--- src/rtl/serial_copy_engine.sv ---
// ROM-to-RAM copy engine: words are fetched from a sync ROM, sent as framed serial words,
// and the frames arriving on rx_serial are rebuilt and written into a RAM.
//
// tx state  | meaning
// TX_IDLE   | waiting for an accepted start with a nonzero word count
// TX_FETCH  | rom_addr presented to the ROM
// TX_LOAD   | rom_data captured into the shift register
// TX_START  | start bit (0)
// TX_DATA   | data bits, LSB first
// TX_PARITY | even-parity bit (only when PARITY_EN)
// TX_STOP   | stop bit (1), then next word or TX_END
// TX_END    | all words sent, waiting for the receiver to finish
//
// rx state  | meaning
// RX_IDLE   | waiting for a falling edge while busy
// RX_BITS   | sampling data, parity and stop bits mid-period
// RX_WRITE  | one-cycle RAM write of the rebuilt word
module serial_copy_engine #(
  parameter int DATA_WIDTH = 8,
  parameter int ADDR_WIDTH = 4,
  parameter int PARITY_EN  = 1,
  parameter int BIT_DIV    = 1
) (
  input  logic                  clk,
  input  logic                  rst,
  input  logic                  start,
  input  logic [ADDR_WIDTH:0]   word_count,
  output logic [ADDR_WIDTH-1:0] rom_addr,
  input  logic [DATA_WIDTH-1:0] rom_data,
  output logic                  tx_serial,
  input  logic                  rx_serial,
  output logic [ADDR_WIDTH-1:0] ram_addr,
  output logic [DATA_WIDTH-1:0] ram_data,
  output logic                  ram_we,
  output logic                  busy,
  output logic                  done,
  output logic                  parity_err,
  output logic                  frame_err
);

  localparam int TW = $clog2(2 * BIT_DIV + 1);
  localparam int BW = $clog2(DATA_WIDTH + PARITY_EN + 2);
  localparam logic [TW-1:0] BIT_LAST     = TW'(BIT_DIV - 1);
  localparam logic [TW-1:0] FIRST_SAMPLE = TW'(BIT_DIV / 2 + BIT_DIV - 1);
  localparam logic [BW-1:0] DATA_LAST    = BW'(DATA_WIDTH - 1);
  localparam logic [BW-1:0] DATA_N       = BW'(DATA_WIDTH);
  localparam logic [BW-1:0] STOP_IDX     = BW'(DATA_WIDTH + PARITY_EN);
  localparam logic [ADDR_WIDTH:0] ONE_WORD = (ADDR_WIDTH+1)'(1);

  typedef enum logic [2:0] {
    TX_IDLE, TX_FETCH, TX_LOAD, TX_START, TX_DATA, TX_PARITY, TX_STOP, TX_END
  } tx_state_t;

  typedef enum logic [1:0] {RX_IDLE, RX_BITS, RX_WRITE} rx_state_t;

  tx_state_t tx_state, tx_state_n;
  rx_state_t rx_state, rx_state_n;

  logic                  accept, launch;
  logic [TW-1:0]         tx_tmr, rx_tmr;
  logic                  tx_tmr_zero, rx_tmr_zero, tx_bit_state;
  logic [BW-1:0]         tx_idx, rx_idx;
  logic [DATA_WIDTH-1:0] tx_shift, rx_shift;
  logic                  tx_par, rx_par;
  logic [ADDR_WIDTH:0]   tx_left, rx_left;

  assign accept       = start && !busy;
  assign launch       = accept && (word_count != '0);
  assign tx_tmr_zero  = (tx_tmr == '0);
  assign rx_tmr_zero  = (rx_tmr == '0);
  assign tx_bit_state = (tx_state == TX_START) || (tx_state == TX_DATA) ||
                        (tx_state == TX_PARITY) || (tx_state == TX_STOP);

  // ---------------- transmit FSM ----------------
  always_ff @(posedge clk) begin
    if (rst) tx_state <= TX_IDLE;
    else     tx_state <= tx_state_n;
  end

  always_comb begin
    tx_state_n = tx_state;
    case (tx_state)
      TX_IDLE:   if (launch) tx_state_n = TX_FETCH;
      TX_FETCH:  tx_state_n = TX_LOAD;
      TX_LOAD:   tx_state_n = TX_START;
      TX_START:  if (tx_tmr_zero) tx_state_n = TX_DATA;
      TX_DATA:   if (tx_tmr_zero && tx_idx == DATA_LAST)
                   tx_state_n = (PARITY_EN != 0) ? TX_PARITY : TX_STOP;
      TX_PARITY: if (tx_tmr_zero) tx_state_n = TX_STOP;
      TX_STOP:   if (tx_tmr_zero) tx_state_n = (tx_left == ONE_WORD) ? TX_END : TX_FETCH;
      TX_END:    if (launch) tx_state_n = TX_FETCH;
                 else if (!busy) tx_state_n = TX_IDLE;
      default:   tx_state_n = TX_IDLE;
    endcase
  end

  always_comb begin
    tx_serial = 1'b1;
    case (tx_state)
      TX_START:  tx_serial = 1'b0;
      TX_DATA:   tx_serial = tx_shift[0];
      TX_PARITY: tx_serial = tx_par;
      default:   tx_serial = 1'b1;
    endcase
  end

  always_ff @(posedge clk) begin
    if (rst) begin
      rom_addr <= '0;
      tx_left  <= '0;
      tx_shift <= '0;
      tx_par   <= 1'b0;
      tx_idx   <= '0;
      tx_tmr   <= '0;
    end else begin
      // bit timer reloads at the start of every bit period
      if (!tx_bit_state || tx_tmr_zero) tx_tmr <= BIT_LAST;
      else                              tx_tmr <= tx_tmr - 1'b1;
      if (launch) begin
        rom_addr <= '0;
        tx_left  <= word_count;
      end
      if (tx_state == TX_LOAD) begin
        tx_shift <= rom_data;
        tx_par   <= ^rom_data;
        tx_idx   <= '0;
      end
      if (tx_state == TX_DATA && tx_tmr_zero) begin
        tx_shift <= tx_shift >> 1;
        tx_idx   <= tx_idx + 1'b1;
      end
      if (tx_state == TX_STOP && tx_tmr_zero) begin
        tx_left <= tx_left - 1'b1;
        if (tx_left != ONE_WORD) rom_addr <= rom_addr + 1'b1;
      end
    end
  end

  // ---------------- receive FSM ----------------
  always_ff @(posedge clk) begin
    if (rst) rx_state <= RX_IDLE;
    else     rx_state <= rx_state_n;
  end

  always_comb begin
    rx_state_n = rx_state;
    case (rx_state)
      RX_IDLE:  if (busy && !rx_serial) rx_state_n = RX_BITS;
      RX_BITS:  if (rx_tmr_zero && rx_idx == STOP_IDX) rx_state_n = RX_WRITE;
      RX_WRITE: rx_state_n = RX_IDLE;
      default:  rx_state_n = RX_IDLE;
    endcase
  end

  always_comb begin
    ram_we = (rx_state == RX_WRITE);
  end

  always_ff @(posedge clk) begin
    if (rst) begin
      ram_addr   <= '0;
      ram_data   <= '0;
      rx_shift   <= '0;
      rx_par     <= 1'b0;
      rx_idx     <= '0;
      rx_tmr     <= '0;
      rx_left    <= '0;
      busy       <= 1'b0;
      done       <= 1'b0;
      parity_err <= 1'b0;
      frame_err  <= 1'b0;
    end else begin
      done <= 1'b0;
      if (accept) begin
        parity_err <= 1'b0;
        frame_err  <= 1'b0;
        ram_addr   <= '0;
        rx_left    <= word_count;
        if (word_count == '0) done <= 1'b1;
        else                  busy <= 1'b1;
      end
      case (rx_state)
        // the cycle the falling edge is seen is offset 0 of the start bit
        RX_IDLE: begin
          rx_tmr <= FIRST_SAMPLE;
          rx_idx <= '0;
          rx_par <= 1'b0;
        end
        RX_BITS: begin
          if (rx_tmr_zero) begin
            rx_tmr <= BIT_LAST;
            rx_idx <= rx_idx + 1'b1;
            if (rx_idx < DATA_N) rx_shift <= {rx_serial, rx_shift[DATA_WIDTH-1:1]};
            if (rx_idx != STOP_IDX) begin
              rx_par <= rx_par ^ rx_serial;
            end else begin
              ram_data <= rx_shift;
              if (!rx_serial) frame_err <= 1'b1;
              if (PARITY_EN != 0 && rx_par) parity_err <= 1'b1;
            end
          end else begin
            rx_tmr <= rx_tmr - 1'b1;
          end
        end
        RX_WRITE: begin
          ram_addr <= ram_addr + 1'b1;
          rx_left  <= rx_left - 1'b1;
          if (rx_left == ONE_WORD) begin
            done <= 1'b1;
            busy <= 1'b0;
          end
        end
        default: ;
      endcase
    end
  end

endmodule

--- config.mk ---
export PLATFORM = sky130hd
export DESIGN_NAME = serial_copy_engine
export DESIGN_NICKNAME = d
export VERILOG_FILES = /design/src/rtl/serial_copy_engine.sv
export SDC_FILE = /design/constraint.sdc
export NUM_CORES = 1
export LEC_CHECK = 0
export BUFFER_PORTS_ARGS = -buffer_cell sky130_fd_sc_hd__buf_2
export CORE_MARGIN = 4
export CORE_UTILIZATION = 42
export CTS_CLUSTER_DIAMETER = 150
export DETAILED_ROUTE_END_ITERATION = 7
export GPL_TIMING_DRIVEN = 0
export PLACE_DENSITY = 0.59
export SLEW_MARGIN = 20
export SYNTH_ARGS = -nofsm -noshare
export SYNTH_HDL_FRONTEND = slang
export SYNTH_SLANG_ARGS = --single-unit
export TNS_END_PERCENT = 50
--- constraint.sdc ---
create_clock -name clk -period 3.65 [get_ports clk]
set_clock_uncertainty 0.05 [all_clocks]
set_input_delay 0.365 -clock clk [delete_from_list [all_inputs] [get_ports clk]]
set_output_delay 0.365 -clock clk [all_outputs]
set_load 0.01 [all_outputs]
==> flow_summary_export.csv <==
group,metric,value,unit
final_layout,final_common_cell,"dfxtp_1",
floorplan,core_area,6982,µm²
setup_path,worstSetupPathType,"reg -> reg",
cts,path_clk_slew,0.07,ns
route,vias_per_cell,5.405,
timing,max_slew_margin,59.36,%
global_routing,overflow,0,
final_layout,drive_gt1_share,14.93,%
timing,final-setup-viol-count,0,
power_and_ir_drop,clkPwrFrac,34.6,%
yosys,synth_area,3087,µm²
place,place_ws,1.521,ns
final_layout,final.fill_count,733,
power_and_ir_drop,p_comb_share,16.4,%
global_routing,grt_max_degree,11,
floorplan,initial_utilization,44.21,%
floorplan,rows,30,
route,post_drt_wl_per_cell,13.84,µm
yosys,yosys_most_used_dff,"dfxtp_1",
yosys,yosysSeqAreaShare,42.16,%
setup_path,cp_max_fo,10,
timing,worstMarginPinSlew,0.6040,ns
min_path,hold-path-endpoint,"tx_left[4]$_SDFFE_PP0P_",
route,drtPass1Iterations,4,
final_layout,diodes,0,
cts,post-cts-setup-buffers,0,
yosys,synth_top_cell_by_area,"dfxtp_1",
final_layout,multiInputGateArea,1630,µm²
setup_path,cp.required,3.85,ns
final_layout,register_area,1301,µm²
route,antenna_left,0,
timing,period_share,59.46,%
final_layout,final_cell_mix,"65 x dfxtp_1, 45 x nor2_1, 42 x a21oi_1",
yosys,synth_top_area_share,42.16,%
global_routing,grt_pass1_wl,12030,µm
power_and_ir_drop,switchingPower,0.4514,mW
setup_path,reg2reg_depth,8,
place,portBuffers,37,
setup_path,critPathLaunchType,"flop",
power_and_ir_drop,p_seq_share,49.0,%
yosys,async_reset_ff_share,0,%
min_path,hp-start,"word_count[4]",
timing,min_period,2.170,ns
setup_path,cp-end-kind,"flop",
final_layout,area_delta_synth_final,15.52,%
final_layout,final_nets,444,
power_and_ir_drop,power.density,446.0,nW/µm²
place,gp_congestion,0.7785,
route,drt_wl_total,7168,µm
cts,htree_levels,3,
min_path,min_path_type,"in -> reg",
power_and_ir_drop,p_leak,1.332,nW
cts,cts-root-buf,"clkbuf_8",
timing,slew_viol_final,0,
cts,cts_tree,"yes",
yosys,yosysWarnings,0,
power_and_ir_drop,ir_drop,0.2260,mV
floorplan,dieArea,8785,µm²
run_status,outcome,"completed",
yosys,syn_inst,369,
timing,rsz0062_at_grt,"no",
setup_path,worstPathArrival,2.37,ns
floorplan,pin_count,39,
cts,cts_sinks,65,
yosys,synthDistinctLibCells,50,
yosys,synth_edf_count,0,
route,remaining_drc_errors,0,
timing,timing.fmax,460.8,MHz
yosys,synthesis.nets,396,
global_routing,grtUsageTotal,17.17,%
place,hpwl,5119,µm
global_routing,antenna_found_initial,0,
floorplan,die_x,93.73,µm
timing,hold_viol,0,
route,dr.first_iter.drc_count,145,
min_path,holdPathStages,3,
global_routing,grt_pass1_vias,2529,
timing,setup_ws,1.480,ns
yosys,synth_seq_cells,65,
power_and_ir_drop,p_int,1.139,mW
setup_path,regToRegEndpoint,"tx_shift[6]$_SDFFE_PP0P_",
cts,clk_path_buf_depth,2,
cts,clock_latency,0.33,ns
timing,fin_setup_tns,0,ns
power_and_ir_drop,swShare,28.38,%
setup_path,timing.rr.start,"tx_tmr[0]$_SDFF_PP0_",
cts,cts_buffers,9,
yosys,synth.area.top_cells,"dfxtp_1 42%, a21oi_1 6.8%, nor2_1 5.5%, a211oi_1 4.4%, ha_1 4.1%",
cts,cts_hold_buf,0,
flow_run,max_cap_viol_count,0,
cts,cts_resized,0,
floorplan,die_y,93.73,µm
route,vias,2800,
setup_path,r2r_slack,1.48,ns
yosys,syn_avg_cell_area,8.365,µm²
==> final cells by class <==
class                      instances  area share (%)
clock inverter                     3          0.4211
inverter                          13           1.368
clock buffer                      13           4.456
buffer                            22           2.982
sequential                        65           36.49
tap                               96           3.368
multi-input combinational        269           45.72
timing repair buffer              37           5.193
==> per-layer routing <==
| layer | wire length (µm) | GRT usage, % | part of all wire [%] | vias up |
|---|---|---|---|---|
| met2 | 3119 | 26.08 | 44 | 52 |
| li1 | - | - | - | 1416 |
| met4 | 86 | 5.776 | 1.2 | 0 |
| met3 | 324 | 4.808 | 4.5 | 8 |
| met5 | 0 | 0 | 0 | - |
| met1 | 3637 | 23.41 | 51 | 1324 |
==> cell usage after synthesis (8+ instances only) <==
| cell type | n |
|---|---|
| dfxtp_1 | 65 |
| xnor2_1 | 9 |
| nand3_1 | 9 |
| a211oi_1 | 18 |
| nor3_1 | 8 |
| o21ai_0 | 22 |
| nand2_1 | 32 |
| nor2_1 | 45 |
| mux2i_1 | 9 |
| a21oi_1 | 42 |
| ha_1 | 10 |
| inv_1 | 12 |
| clkbuf_1 | 16 |
==> worst max path at each step <==
| stage | startpoint | to | slack [ns] | cells after the start |
|---|---|---|---|---|
| after detailed placement | tx_tmr[0]$_SDFF_PP0_ | tx_shift[6]$_SDFFE_PP0P_ | 1.52 | 8 |
| after global routing | tx_tmr[0]$_SDFF_PP0_ | tx_shift[6]$_SDFFE_PP0P_ | 1.25 | 8 |
| after CTS | tx_tmr[0]$_SDFF_PP0_ | tx_shift[6]$_SDFFE_PP0P_ | 1.50 | 8 |
| after floorplan | tx_tmr[0]$_SDFF_PP0_ | tx_idx[0]$_SDFFE_PP0P_ | 1.93 | 9 |
| final | tx_tmr[0]$_SDFF_PP0_ | tx_shift[6]$_SDFFE_PP0P_ | 1.48 | 8 |
| after global placement | tx_tmr[0]$_SDFF_PP0_ | tx_idx[0]$_SDFFE_PP0P_ | 1.55 | 9 |
==> per-stage QoR <==
stage                     instance area [µm²]  power, mW  hold slack, ns  instances  utilization, %
after global placement                   3392      1.050          0.3501        502           48.58
after floorplan                          3087     0.9857          0.3412        369               -
after global routing                     3566      1.665          0.2874        518           51.08
after detailed placement                 3392      1.053          0.3610        502           48.58
after CTS                                3566      1.598          0.2610        518           51.08
final                                    3566      1.590          0.2716        518           51.08
==> critical path, cell delays in order (launching register included) <==
cell	delay [ns]
dfxtp_1	0.33
inv_1	0.04
ha_1	0.18
clkbuf_1	0.21
nand4bb_1	0.15
clkbuf_1	0.37
buf_1	0.44
nor2_1	0.08
a211oi_1	0.22
==> power groups by stage <==
stage	Combinational [mW]	Sequential, mW	Clock [mW]
after detailed placement	0.259	0.795	0
final	0.260	0.779	0.551
after global placement	0.256	0.794	0
after CTS	0.260	0.779	0.559
after floorplan	0.199	0.787	0
after global routing	0.292	0.786	0.587
==> registers in the layout, summed over array words and instances (netlist names) <==
signal,flops
ram_data,8
rx_shift,8
tx_shift,8
rx_left,5
tx_left,5
ram_addr,4
rom_addr,4
rx_idx,4
tx_idx,4
tx_state,3
rx_state,2
rx_tmr,2
tx_tmr,2
busy,1
done,1
frame_err,1
parity_err,1
rx_par,1
tx_par,1
==> cells by family (layout without fill, tap and decap cells) <==
family | count (synthesis) | after routing | share of synthesized area, %
simple gates | 130 | 130 | 20.88
compound gates | 110 | 110 | 22.13
flops | 65 | 65 | 42.16
buf+inv | 35 | 88 | 5.026
fa+ha+maj | 10 | 10 | 4.054
xor+xnor | 10 | 10 | 2.838
mux | 9 | 9 | 2.919
Note: power is estimated with default switching activity, not from simulation.
